### src/rtl/jump_pkg.sv
// Shared types and instruction field positions for the jump resolution unit.
package jump_pkg;

   typedef enum logic [1:0] {
      IDLE,
      WAIT_BASE,
      RESOLVE,
      SHADOW
   } state_t;

   localparam logic [3:0] OPC_JMP_DEF = 4'hF;

   localparam int OPC_HI   = 15;
   localparam int OPC_LO   = 12;
   localparam int REG_HI   = 11;
   localparam int REG_LO   = 8;
   localparam int IMM_HI   = 11;
   localparam int IMM_LO   = 2;
   localparam int OFF_HI   = 7;
   localparam int OFF_LO   = 2;
   localparam int TYPE_BIT = 0;

   localparam int IMM_W = IMM_HI - IMM_LO + 1;
   localparam int OFF_W = OFF_HI - OFF_LO + 1;

endpackage

### src/rtl/jump_resolver_if.sv
// Fetch/decode/register-file bundle seen by the jump resolver.
interface jump_resolver_if #(
   parameter int FETCH_W = 4,
   parameter int INSTR_W = 16,
   parameter int ADDR_W  = 16
);
   logic                       flush;
   logic                       fetch_valid;
   logic [ADDR_W-1:0]          fetch_pc;
   logic [FETCH_W*INSTR_W-1:0] fetch_instr;
   logic                       base_valid;
   logic [ADDR_W-1:0]          base_value;
   logic                       base_req_valid;
   logic [3:0]                 base_req_reg;
   logic                       redirect_valid;
   logic [ADDR_W-1:0]          redirect_pc;
   logic                       stall;
   logic [FETCH_W-1:0]         issue_mask;
   logic [FETCH_W*INSTR_W-1:0] issue_instr;

   modport master (
      output flush, fetch_valid, fetch_pc, fetch_instr, base_valid, base_value,
      input  base_req_valid, base_req_reg, redirect_valid, redirect_pc, stall,
             issue_mask, issue_instr
   );

   modport slave (
      input  flush, fetch_valid, fetch_pc, fetch_instr, base_valid, base_value,
      output base_req_valid, base_req_reg, redirect_valid, redirect_pc, stall,
             issue_mask, issue_instr
   );

endinterface

### src/rtl/jump_first_find.sv
// Per-slot jump decode and priority select of the lowest-index jump in a fetch group.
module jump_first_find
   import jump_pkg::*;
#(
   parameter int         FETCH_W = 4,
   parameter int         INSTR_W = 16,
   parameter int         ADDR_W  = 16,
   parameter logic [3:0] OPC_JMP = OPC_JMP_DEF,
   parameter int         KW      = (FETCH_W > 1) ? $clog2(FETCH_W) : 1
) (
   input  logic [ADDR_W-1:0]          i_pc,
   input  logic [FETCH_W*INSTR_W-1:0] i_instr,
   output logic                       o_found,
   output logic [KW-1:0]              o_k,
   output logic                       o_is_reg,
   output logic [ADDR_W-1:0]          o_imm_target,
   output logic [3:0]                 o_reg,
   output logic [ADDR_W-1:0]          o_off
);

   logic [INSTR_W-1:0] w_slot;

   // Scan from the top slot down so the lowest-index jump is the last one written.
   always_comb begin
      o_found      = 1'b0;
      o_k          = '0;
      o_is_reg     = 1'b0;
      o_imm_target = '0;
      o_reg        = '0;
      o_off        = '0;
      w_slot       = '0;
      for (int i = FETCH_W - 1; i >= 0; i--) begin
         w_slot = i_instr[i*INSTR_W +: INSTR_W];
         if (w_slot[OPC_HI:OPC_LO] == OPC_JMP) begin
            o_found      = 1'b1;
            o_k          = KW'(i);
            o_is_reg     = w_slot[TYPE_BIT];
            o_imm_target = i_pc + ADDR_W'(i + 1)
                         + {{(ADDR_W-IMM_W){w_slot[IMM_HI]}}, w_slot[IMM_HI:IMM_LO]};
            o_reg        = w_slot[REG_HI:REG_LO];
            o_off        = {{(ADDR_W-OFF_W){w_slot[OFF_HI]}}, w_slot[OFF_HI:OFF_LO]};
         end
      end
   end

endmodule

### src/rtl/jump_resolver.sv
// Front-end jump resolver: immediate jumps redirect in the fetch cycle, register
// jumps fetch their base through a request/return handshake before redirecting.
module jump_resolver
   import jump_pkg::*;
#(
   parameter int         FETCH_W    = 4,
   parameter int         INSTR_W    = 16,
   parameter int         ADDR_W     = 16,
   parameter logic [3:0] OPC_JMP    = OPC_JMP_DEF,
   parameter int         SHADOW_CYC = 1
) (
   input  logic            clk,
   input  logic            rst_n,
   jump_resolver_if.slave  bus
);

   localparam int         KW        = (FETCH_W > 1) ? $clog2(FETCH_W) : 1;
   localparam state_t     POST_JUMP = (SHADOW_CYC == 0) ? IDLE : SHADOW;
   localparam logic [1:0] CNT_INIT  = 2'(SHADOW_CYC);

   state_t              r_state;
   logic [1:0]          r_cnt;
   logic [ADDR_W-1:0]   r_off;
   logic [ADDR_W-1:0]   r_base;

   state_t              w_nstate;
   logic [1:0]          w_ncnt;
   logic [ADDR_W-1:0]   w_noff;
   logic [ADDR_W-1:0]   w_nbase;
   logic                w_found;
   logic [KW-1:0]       w_k;
   logic                w_is_reg;
   logic [ADDR_W-1:0]   w_imm_target;
   logic [3:0]          w_reg;
   logic [ADDR_W-1:0]   w_off;
   logic [FETCH_W-1:0]  w_keep;

   jump_first_find #(
      .FETCH_W (FETCH_W),
      .INSTR_W (INSTR_W),
      .ADDR_W  (ADDR_W),
      .OPC_JMP (OPC_JMP),
      .KW      (KW)
   ) u_find (
      .i_pc         (bus.fetch_pc),
      .i_instr      (bus.fetch_instr),
      .o_found      (w_found),
      .o_k          (w_k),
      .o_is_reg     (w_is_reg),
      .o_imm_target (w_imm_target),
      .o_reg        (w_reg),
      .o_off        (w_off)
   );

   always_comb begin
      w_keep = '0;
      for (int i = 0; i < FETCH_W; i++) begin
         w_keep[i] = (i <= int'(w_k));
      end
   end

   // Outputs are decoded from state in the same cycle; reset and flush force them quiet.
   always_comb begin
      bus.base_req_valid = 1'b0;
      bus.base_req_reg   = '0;
      bus.redirect_valid = 1'b0;
      bus.redirect_pc    = '0;
      bus.stall          = 1'b0;
      bus.issue_mask     = '0;
      w_nstate           = r_state;
      w_ncnt             = r_cnt;
      w_noff             = r_off;
      w_nbase            = r_base;
      if (!rst_n) begin
         w_nstate = IDLE;
      end else if (bus.flush) begin
         w_nstate = IDLE;
         w_ncnt   = '0;
         w_noff   = '0;
         w_nbase  = '0;
      end else begin
         unique case (r_state)
            IDLE: begin
               if (bus.fetch_valid) begin
                  if (!w_found) begin
                     bus.issue_mask = '1;
                  end else if (!w_is_reg) begin
                     bus.issue_mask     = w_keep;
                     bus.redirect_valid = 1'b1;
                     bus.redirect_pc    = w_imm_target;
                     w_nstate           = POST_JUMP;
                     w_ncnt             = CNT_INIT;
                  end else begin
                     bus.issue_mask     = w_keep;
                     bus.base_req_valid = 1'b1;
                     bus.base_req_reg   = w_reg;
                     w_noff             = w_off;
                     w_nstate           = WAIT_BASE;
                  end
               end
            end
            WAIT_BASE: begin
               bus.stall = 1'b1;
               if (bus.base_valid) begin
                  w_nbase  = bus.base_value;
                  w_nstate = RESOLVE;
               end
            end
            RESOLVE: begin
               bus.redirect_valid = 1'b1;
               bus.redirect_pc    = r_base + r_off;
               w_nstate           = POST_JUMP;
               w_ncnt             = CNT_INIT;
            end
            SHADOW: begin
               if (r_cnt <= 2'd1) begin
                  w_nstate = IDLE;
                  w_ncnt   = '0;
               end else begin
                  w_ncnt = r_cnt - 2'd1;
               end
            end
            default: w_nstate = IDLE;
         endcase
      end
   end

   always_comb begin
      bus.issue_instr = '0;
      for (int i = 0; i < FETCH_W; i++) begin
         if (bus.issue_mask[i]) begin
            bus.issue_instr[i*INSTR_W +: INSTR_W] = bus.fetch_instr[i*INSTR_W +: INSTR_W];
         end
      end
   end

   always_ff @(posedge clk or negedge rst_n) begin
      if (!rst_n) begin
         r_state <= IDLE;
         r_cnt   <= '0;
         r_off   <= '0;
         r_base  <= '0;
      end else begin
         r_state <= w_nstate;
         r_cnt   <= w_ncnt;
         r_off   <= w_noff;
         r_base  <= w_nbase;
      end
   end

endmodule

### src/flat_wrapper.sv
// flat-port wrapper written by rule: the top's interface ports become plain ports
module jump_resolver_flat import jump_pkg::*;
#(
   parameter int         FETCH_W    = 4,
   parameter int         INSTR_W    = 16,
   parameter int         ADDR_W     = 16,
   parameter logic [3:0] OPC_JMP    = OPC_JMP_DEF,
   parameter int         SHADOW_CYC = 1
)
  (clk, rst_n, bus_flush, bus_fetch_valid, bus_fetch_pc, bus_fetch_instr, bus_base_valid, bus_base_value, bus_base_req_valid, bus_base_req_reg, bus_redirect_valid, bus_redirect_pc, bus_stall, bus_issue_mask, bus_issue_instr);
  jump_resolver_if #(.FETCH_W(FETCH_W), .INSTR_W(INSTR_W), .ADDR_W(ADDR_W)) bus_i ();
  input  logic clk;
  input  logic rst_n;
  input wire logic [$bits(bus_i.flush)-1:0] bus_flush;
  input wire logic [$bits(bus_i.fetch_valid)-1:0] bus_fetch_valid;
  input wire logic [$bits(bus_i.fetch_pc)-1:0] bus_fetch_pc;
  input wire logic [$bits(bus_i.fetch_instr)-1:0] bus_fetch_instr;
  input wire logic [$bits(bus_i.base_valid)-1:0] bus_base_valid;
  input wire logic [$bits(bus_i.base_value)-1:0] bus_base_value;
  output wire logic [$bits(bus_i.base_req_valid)-1:0] bus_base_req_valid;
  output wire logic [$bits(bus_i.base_req_reg)-1:0] bus_base_req_reg;
  output wire logic [$bits(bus_i.redirect_valid)-1:0] bus_redirect_valid;
  output wire logic [$bits(bus_i.redirect_pc)-1:0] bus_redirect_pc;
  output wire logic [$bits(bus_i.stall)-1:0] bus_stall;
  output wire logic [$bits(bus_i.issue_mask)-1:0] bus_issue_mask;
  output wire logic [$bits(bus_i.issue_instr)-1:0] bus_issue_instr;
  assign bus_i.flush = bus_flush;
  assign bus_i.fetch_valid = bus_fetch_valid;
  assign bus_i.fetch_pc = bus_fetch_pc;
  assign bus_i.fetch_instr = bus_fetch_instr;
  assign bus_i.base_valid = bus_base_valid;
  assign bus_i.base_value = bus_base_value;
  assign bus_base_req_valid = bus_i.base_req_valid;
  assign bus_base_req_reg = bus_i.base_req_reg;
  assign bus_redirect_valid = bus_i.redirect_valid;
  assign bus_redirect_pc = bus_i.redirect_pc;
  assign bus_stall = bus_i.stall;
  assign bus_issue_mask = bus_i.issue_mask;
  assign bus_issue_instr = bus_i.issue_instr;
  jump_resolver #(.FETCH_W(FETCH_W), .INSTR_W(INSTR_W), .ADDR_W(ADDR_W), .OPC_JMP(OPC_JMP), .SHADOW_CYC(SHADOW_CYC)) u_core (.clk(clk), .rst_n(rst_n), .bus(bus_i));
endmodule
### config.mk
export PLATFORM = sky130hd
export DESIGN_NAME = jump_resolver_flat
export DESIGN_NICKNAME = d
export VERILOG_FILES = /design/src/rtl/jump_pkg.sv /design/src/rtl/jump_resolver_if.sv /design/src/rtl/jump_first_find.sv /design/src/rtl/jump_resolver.sv /design/src/flat_wrapper.sv
export SDC_FILE = /design/constraint.sdc
export NUM_CORES = 1
export LEC_CHECK = 0
export BUFFER_PORTS_ARGS = -buffer_cell sky130_fd_sc_hd__clkbuf_2
export CORE_UTILIZATION = 35
export DETAILED_ROUTE_END_ITERATION = 8
export PLACE_DENSITY_LB_ADDON = 0.15
export SLEW_MARGIN = 0
export SYNTH_ARGS = -nofsm -noshare
export SYNTH_HDL_FRONTEND = slang
export SYNTH_HIERARCHICAL = 1
export SYNTH_SLANG_ARGS = --single-unit
### constraint.sdc
create_clock -name clk -period 4 [get_ports clk]
set_input_delay 0.4 -clock clk [delete_from_list [all_inputs] [get_ports clk]]
set_output_delay 0.4 -clock clk [all_outputs]
set_load 0.1 [all_outputs]
After elaboration in Yosys (flattened, before gate mapping)
Cells that the tools add are included.

operators by class
  add/sub/neg operators = 10
  magnitude comparators = 4
  equality and inequality tests = 14
  muxes and demuxes = 82
  reductions and logical operators = 12

operator list
  cell                                                              number
  16-bit two-way mux                                                25
  16-bit adder                                                      5
  4-bit two-way mux                                                 15
  16-bit by 2-bit adder with 16-bit output (second input constant)  2
  2-bit two-way mux                                                 16
  16-bit case mux with 2 select lines                               1
  1-bit two-way mux                                                 22
  16-bit by 1-bit adder with 16-bit output (second input constant)  1
  16-bit by 3-bit adder with 16-bit output (second input constant)  1
  4-bit == test (second input constant)                             4
  2-bit nonzero test                                                6
  5-bit AND reduction                                               2
  4-bit by 3-bit != test with 1-bit output (second input constant)  2
  4-bit != test (second input constant)                             2
  2-bit case mux with 4 select lines                                1
  3-bit != test (second input constant)                             2
  2-bit case mux with 3 select lines                                1
  2-bit == test (second input constant)                             2
  2-bit <= comparator (first input constant)                        2
  4-bit AND reduction                                               1
  4-bit nonzero test                                                1
  3-bit by 2-bit != test with 1-bit output (second input constant)  1
  3-bit AND reduction                                               1
  2-bit by 1-bit == test with 1-bit output (second input constant)  1
  5 further kinds                                                   5

storage, ports and cells
  bits in registers = 36
  word-level logic and storage cells = 126

Logic depth before layout (Yosys ltp)
  word-level depth = 12
  depth in mapped cells = 15
  gate-level depth less buffers = 15

Hierarchy
Netlist, hierarchy kept.

by module, submodules not included
  module           instances  cells an instance  area each (µm²)  seq. area each (µm²)
  jump_first_find  1          562                4162.7           0.0
  jump_resolver    1          363                3002.9           900.9

Least setup slack after synthesis
OpenSTA, ideal clock, no wires.

  path type = register -> output
  start point = register u_core.r_off[0]
  end point = output port bus_redirect_pc[14]
  arrival time = 3888 ps
  data required time = 3600 ps
  setup slack = -288 ps
  cell stages (with the launch flop) = 10
  path through = dfrtp_1 -> ha_1 -> inv_1 -> fa_1 -> nor2b_1 -> o2111ai_1 -> a21oi_1 -> a41oi_1 -> xor2_1 -> o21ai_0

between the ends
  word-level cells in the longest chain between the ends = 4

ends and longest elaborated chain
  item                                 RTL line              source
  from (decl)                          jump_resolver.sv:23   logic [ADDR_W-1:0] r_off;
  from (signal assigned)               jump_resolver.sv:146  r_off <= w_noff;
  16-bit adder                         jump_resolver.sv:111  bus.redirect_pc = r_base + r_off;
  16-bit case mux with 2 select lines  jump_resolver.sv:82   unique case (r_state)
  16-bit two-way mux                   jump_resolver.sv:76   end else if (bus.flush) begin
  16-bit two-way mux                   jump_resolver.sv:74   if (!rst_n) begin
  to (decl)                            flat_wrapper.sv:23    output wire logic [$bits(bus_i.redirect_pc)-1:0] bus_redirect_pc;

Every way passes these cells.

Worst setup path after layout
  start point = input port bus_fetch_pc[1]
  end point = output port bus_redirect_pc[13]

between the ends
  word-level cells in the longest chain between the ends = 12

ends and longest elaborated chain
  item                                      RTL line               source
  from (decl)                               flat_wrapper.sv:16     input wire logic [$bits(bus_i.fetch_pc)-1:0] bus_fetch_pc;
  16-bit by 3-bit adder with 16-bit output  jump_first_find.sv:38  o_imm_target = i_pc + ADDR_W'(i + 1)
  16-bit adder                              jump_first_find.sv:39  + {{(ADDR_W-IMM_W){w_slot[IMM_HI]}}, w_slot[IMM_HI:IMM_LO]};
  16-bit two-way mux (3 in a row)           jump_first_find.sv:34  if (w_slot[OPC_HI:OPC_LO] == OPC_JMP) begin
  16-bit two-way mux *                      jump_first_find.sv:34
  named net u_core.w_imm_target[13]         jump_resolver.sv:33    logic [ADDR_W-1:0] w_imm_target;
  16-bit two-way mux *                      jump_resolver.sv:87    end else if (!w_is_reg) begin
  16-bit two-way mux *                      jump_resolver.sv:85    if (!w_found) begin
  16-bit two-way mux *                      jump_resolver.sv:84    if (bus.fetch_valid) begin
  16-bit case mux with 2 select lines *     jump_resolver.sv:82
  16-bit two-way mux *                      jump_resolver.sv:76
  16-bit two-way mux *                      jump_resolver.sv:74

The timed path passes the listed nets; every way through them passes the cells marked *.

==> summary.md <==
| Metric | Value |
|---|---|
| Relative slew slack | `roughly two fifths` |
| Syn. warnings | `6` |
| Pleak | `4.500 nW` |
| Overall Global Routing Usage | `between 20% and 30%` |
| # placed instances | `around 1.3k` |
| Root buf cell | `clkbuf_16` |
| Setup Buffers After CTS | `0` |
| Met3 routed WL | `about 1.2 mm` |
| Net Sw Power | `0.0008567 W` |
| Most common cell in the synthesized netlist | `ha_1` |
| FILL cells | `2,035` |
| Status | `complete, no violations` |
| Die Y | `about 150 µm` |
| DRC Markers | `0` |
| Via density | `about 5.5` |
| Avg Cell Area, Syn | `7.747 µm²` |
| GRT Residual Overflow | `0` |
| Final min period | `3811 ps` |
| Final net count | `roughly 1.3k` |
| Port bufs | `191` |
| Detailed-placement wirelength estimate | `19.75 mm` |
| Diodes inserted | `0` |
| Pre-CTS setup slack | `roughly 100 ps` |
| Number of setup violations in the final report | `0` |
| DR vias | `7,433` |
| Part of the power in combinational logic | `between 50% and 60%` |
| Critical Path RT | `between 3000 and 4000 ps` |
| Setup TNS | `0 ps` |
| Max-slew violation count | `0` |
| Unrepaired setup endpoints after global routing | `true` |
| Sequential share of power | `a little over a fifth` |
| Reg2Reg Depth | `6` |
| Starting Density | `approximately 36%` |
| Int Power | `about 0.0010 W` |
| Final hold vios | `0` |
| Routability Congestion | `0.8778` |
| Delay-heaviest family, CP | `compound AO/OA/AOI/OAI gates` |
| Largest area contributor in the netlist | `ha_1` |
| FF-to-FF End | `u_core/r_off[12]` |
| Area Overhead vs Synth | `30.64%` |
| Vias in the first global route | `approximately 7.2k` |
| Clock power share | `approximately a fifth` |
| List of most frequent post-synthesis cells | `ha_1, nand2_1, o21ai_0, a21oi_1, and2_1` |
| Clk slew on worst S/H paths | `roughly 60 ps` |
| Sw Ratio | `approximately 45%` |
| Sequential-to-total area share from yosys stat | `around an eighth` |
| Layout Skew | `approximately 4.5 ps` |
| Crit-path cells | `clkbuf_2, inv_1, ha_1, inv_1, ha_1, inv_1, fa_1, nor2b_2, o31ai_2, a211oi_1, nor2_1, or3_1, a311oi_2, a2bb2oi_1, nand2_1, o21ai_2, buf_12` |
| Max FO, Critical Path | `4` |
| Reg-to-Reg Start | `u_core/r_state[0]` |
| Max-cap violations | `0` |
| Worst skew pair latency | `between 200 and 300 ps` |
| TritonCTS clock tree | `done` |
| Ys async rst share | `100.0%` |
| Fin worst setup slack | `189.1 ps` |
| CTS sink count | `36` |
| Synth top area share | `a little over a fifth` |
| Layout cells sized above 1 | `between 20% and 30%` |
| Max incr delay on CP | `approximately 420 ps` |
| # hold bufs at CTS | `0` |
| Initial antenna violation count | `0` |
| PD cells | `slightly above 200 nW/µm²` |
| First-pass GRT wire length | `roughly 38 mm` |
| Die area | `approximately 21,000 µm²` |
| Synth Instances | `~900` |
| Hold Slack | `263.6 ps` |
| Post-DRT Antenna Nets | `0` |
| Yosys cell types | `73` |
| Longest Clk Path Bufs | `2` |
| Core area | `between 15,000 and 20,000 µm²` |
| Post-synth EDFFs | `0` |
| VDD IR-drop max | `around 0.16 mV` |
| Startpoint types | `primary input` |
| Reg2Reg Setup Slack | `roughly 1800 ps` |
| Max layer used | `met4` |
| Synth area leaders | `ha_1, dfrtp_1, o21ai_0, and2_1, a21oi_1` |
| Die span in x | `around 150 µm` |
| Top_reg_cell synth | `dfrtp_1` |
| Num CTS Buffers | `5` |
| Buf/Inv on CP | `5` |
| Max Freq | `~0.26 GHz` |
| Metal-1 WL | `11.17 mm` |
| Hold Crit Class | `in2async` |
| Synthesized flop and latch total | `36` |
| Worst slew pin tran | `885.1 ps` |
| Slowest CP cell | `fa_1` |
| Row cnt | `between 50 and 60` |
| Tcrit/Tclk final | `95.27%` |
| Post-Layout Cell Count | `roughly 1.4k` |
| Fin util | `a little under half` |
| Pin count of the biggest net entering global routing | `42` |
| Crit path top cell by count | `inv_1` |
| Drt total wl | `around 23 mm` |
| PostCTS Resize Cnt | `0` |
| CP endpoint kind | `output port` |
| H-tree depth | `2` |
| Post-Syn Area | `around 7200 µm²` |
| First DRT Iteration DRCs | `465` |
| Routed wl met2 | `between 10 and 15 mm` |
| Router iterations before antenna repair | `5` |
| Crit path kind | `in2out` |
| Synth Net Count | `approximately 1.2k` |
| Routed WL per cell | `~17 µm` |
| Critical Path AT | `roughly 3400 ps` |
| IO Pins | `~190` |
[power groups by stage]
stage               clock, W  sequential (W)  combinational, W
finish              0.000368        0.000397           0.00114
global route        0.000401        0.000400           0.00126
CTS                 0.000379        0.000397           0.00113
detailed placement         0        0.000404           0.00112
global placement           0        0.000403           0.00112
floorplan                  0        0.000400          0.000815
[placed cells by master (no fill, tap or decap), types with 4 or more instances in the layout]
| cell | count |
|---|---|
| a211oi_1 | 16 |
| a21o_1 | 27 |
| a21oi_1 | 67 |
| a221o_1 | 14 |
| a22o_1 | 16 |
| a22oi_1 | 13 |
| a31oi_1 | 8 |
| and2_1 | 56 |
| and3_1 | 26 |
| buf_12 | 56 |
| buf_4 | 19 |
| clkbuf_16 | 5 |
| clkbuf_2 | 133 |
| dfrtp_1 | 36 |
| fa_1 | 5 |
| ha_1 | 121 |
| inv_1 | 36 |
| mux2i_1 | 4 |
| nand2_1 | 86 |
| nand2b_1 | 21 |
| nand3_1 | 8 |
| nand4_1 | 5 |
| nor2_1 | 44 |
| nor2b_1 | 8 |
| nor3_1 | 8 |
| o211ai_1 | 10 |
| o21a_1 | 16 |
| o21ai_0 | 79 |
| o21ai_1 | 7 |
| o21bai_1 | 5 |
| o22ai_1 | 4 |
| o31ai_1 | 4 |
| or3_1 | 7 |
| xnor2_1 | 31 |
| xor2_1 | 26 |
[per-stage QoR]
step                      total power [W]  area (µm²)
after CTS                        0.001907        9330
after global placement           0.001521        9196
after global routing             0.002056        9361
after detailed placement         0.001528        9196
final                            0.001904        9361
after floorplan                  0.001215        7176
[worst max path at each step]
stage	start	to	slack (ps)	depth (start not counted)
after floorplan	u_core/r_off[4]	bus_redirect_pc[9]	60	6
after global placement	bus_fetch_pc[1]	bus_redirect_pc[13]	110	17
after detailed placement	bus_fetch_pc[1]	bus_redirect_pc[13]	100	17
after CTS	bus_fetch_pc[1]	bus_redirect_pc[13]	80	17
after global routing	bus_fetch_pc[1]	bus_redirect_pc[13]	-80	17
final	bus_fetch_pc[1]	bus_redirect_pc[13]	190	17
[metal layers]
metal,vias to the layer above,global-route usage (%)
met3,19,3.082
met5,-,0
met4,0,2.947
met2,223,37.19
met1,3438,30.64
li1,3753,-
[cells by family after synthesis]
| group | Yosys count | share of synthesized area (%) |
|---|---|---|
| xor+xnor | 57 | 6.967 |
| buf+inv | 85 | 5.238 |
| simple gates | 283 | 20.26 |
| flops | 36 | 12.57 |
| compound gates | 334 | 31.88 |
| fa+ha+maj | 126 | 22.52 |
| mux | 4 | 0.5588 |
[registers in the layout, indices dropped and copies added, names as in the netlist]
name / flops
u_core/r_base: 16
u_core/r_cnt: 2
u_core/r_state: 2
u_core/r_off: 16
[layout make-up]
cell class	count	area, µm²	area share (%)
clock buffers	6	128.9	1.377
flip-flops and latches	36	900.9	9.623
repair buffers	208	1929	20.61
multi-input cells	804	5931	63.35
clock inverters	1	5.005	0.05346
inverters	36	135.1	1.443
well taps	265	331.6	3.542
Power figures use the tool's default switching activity.
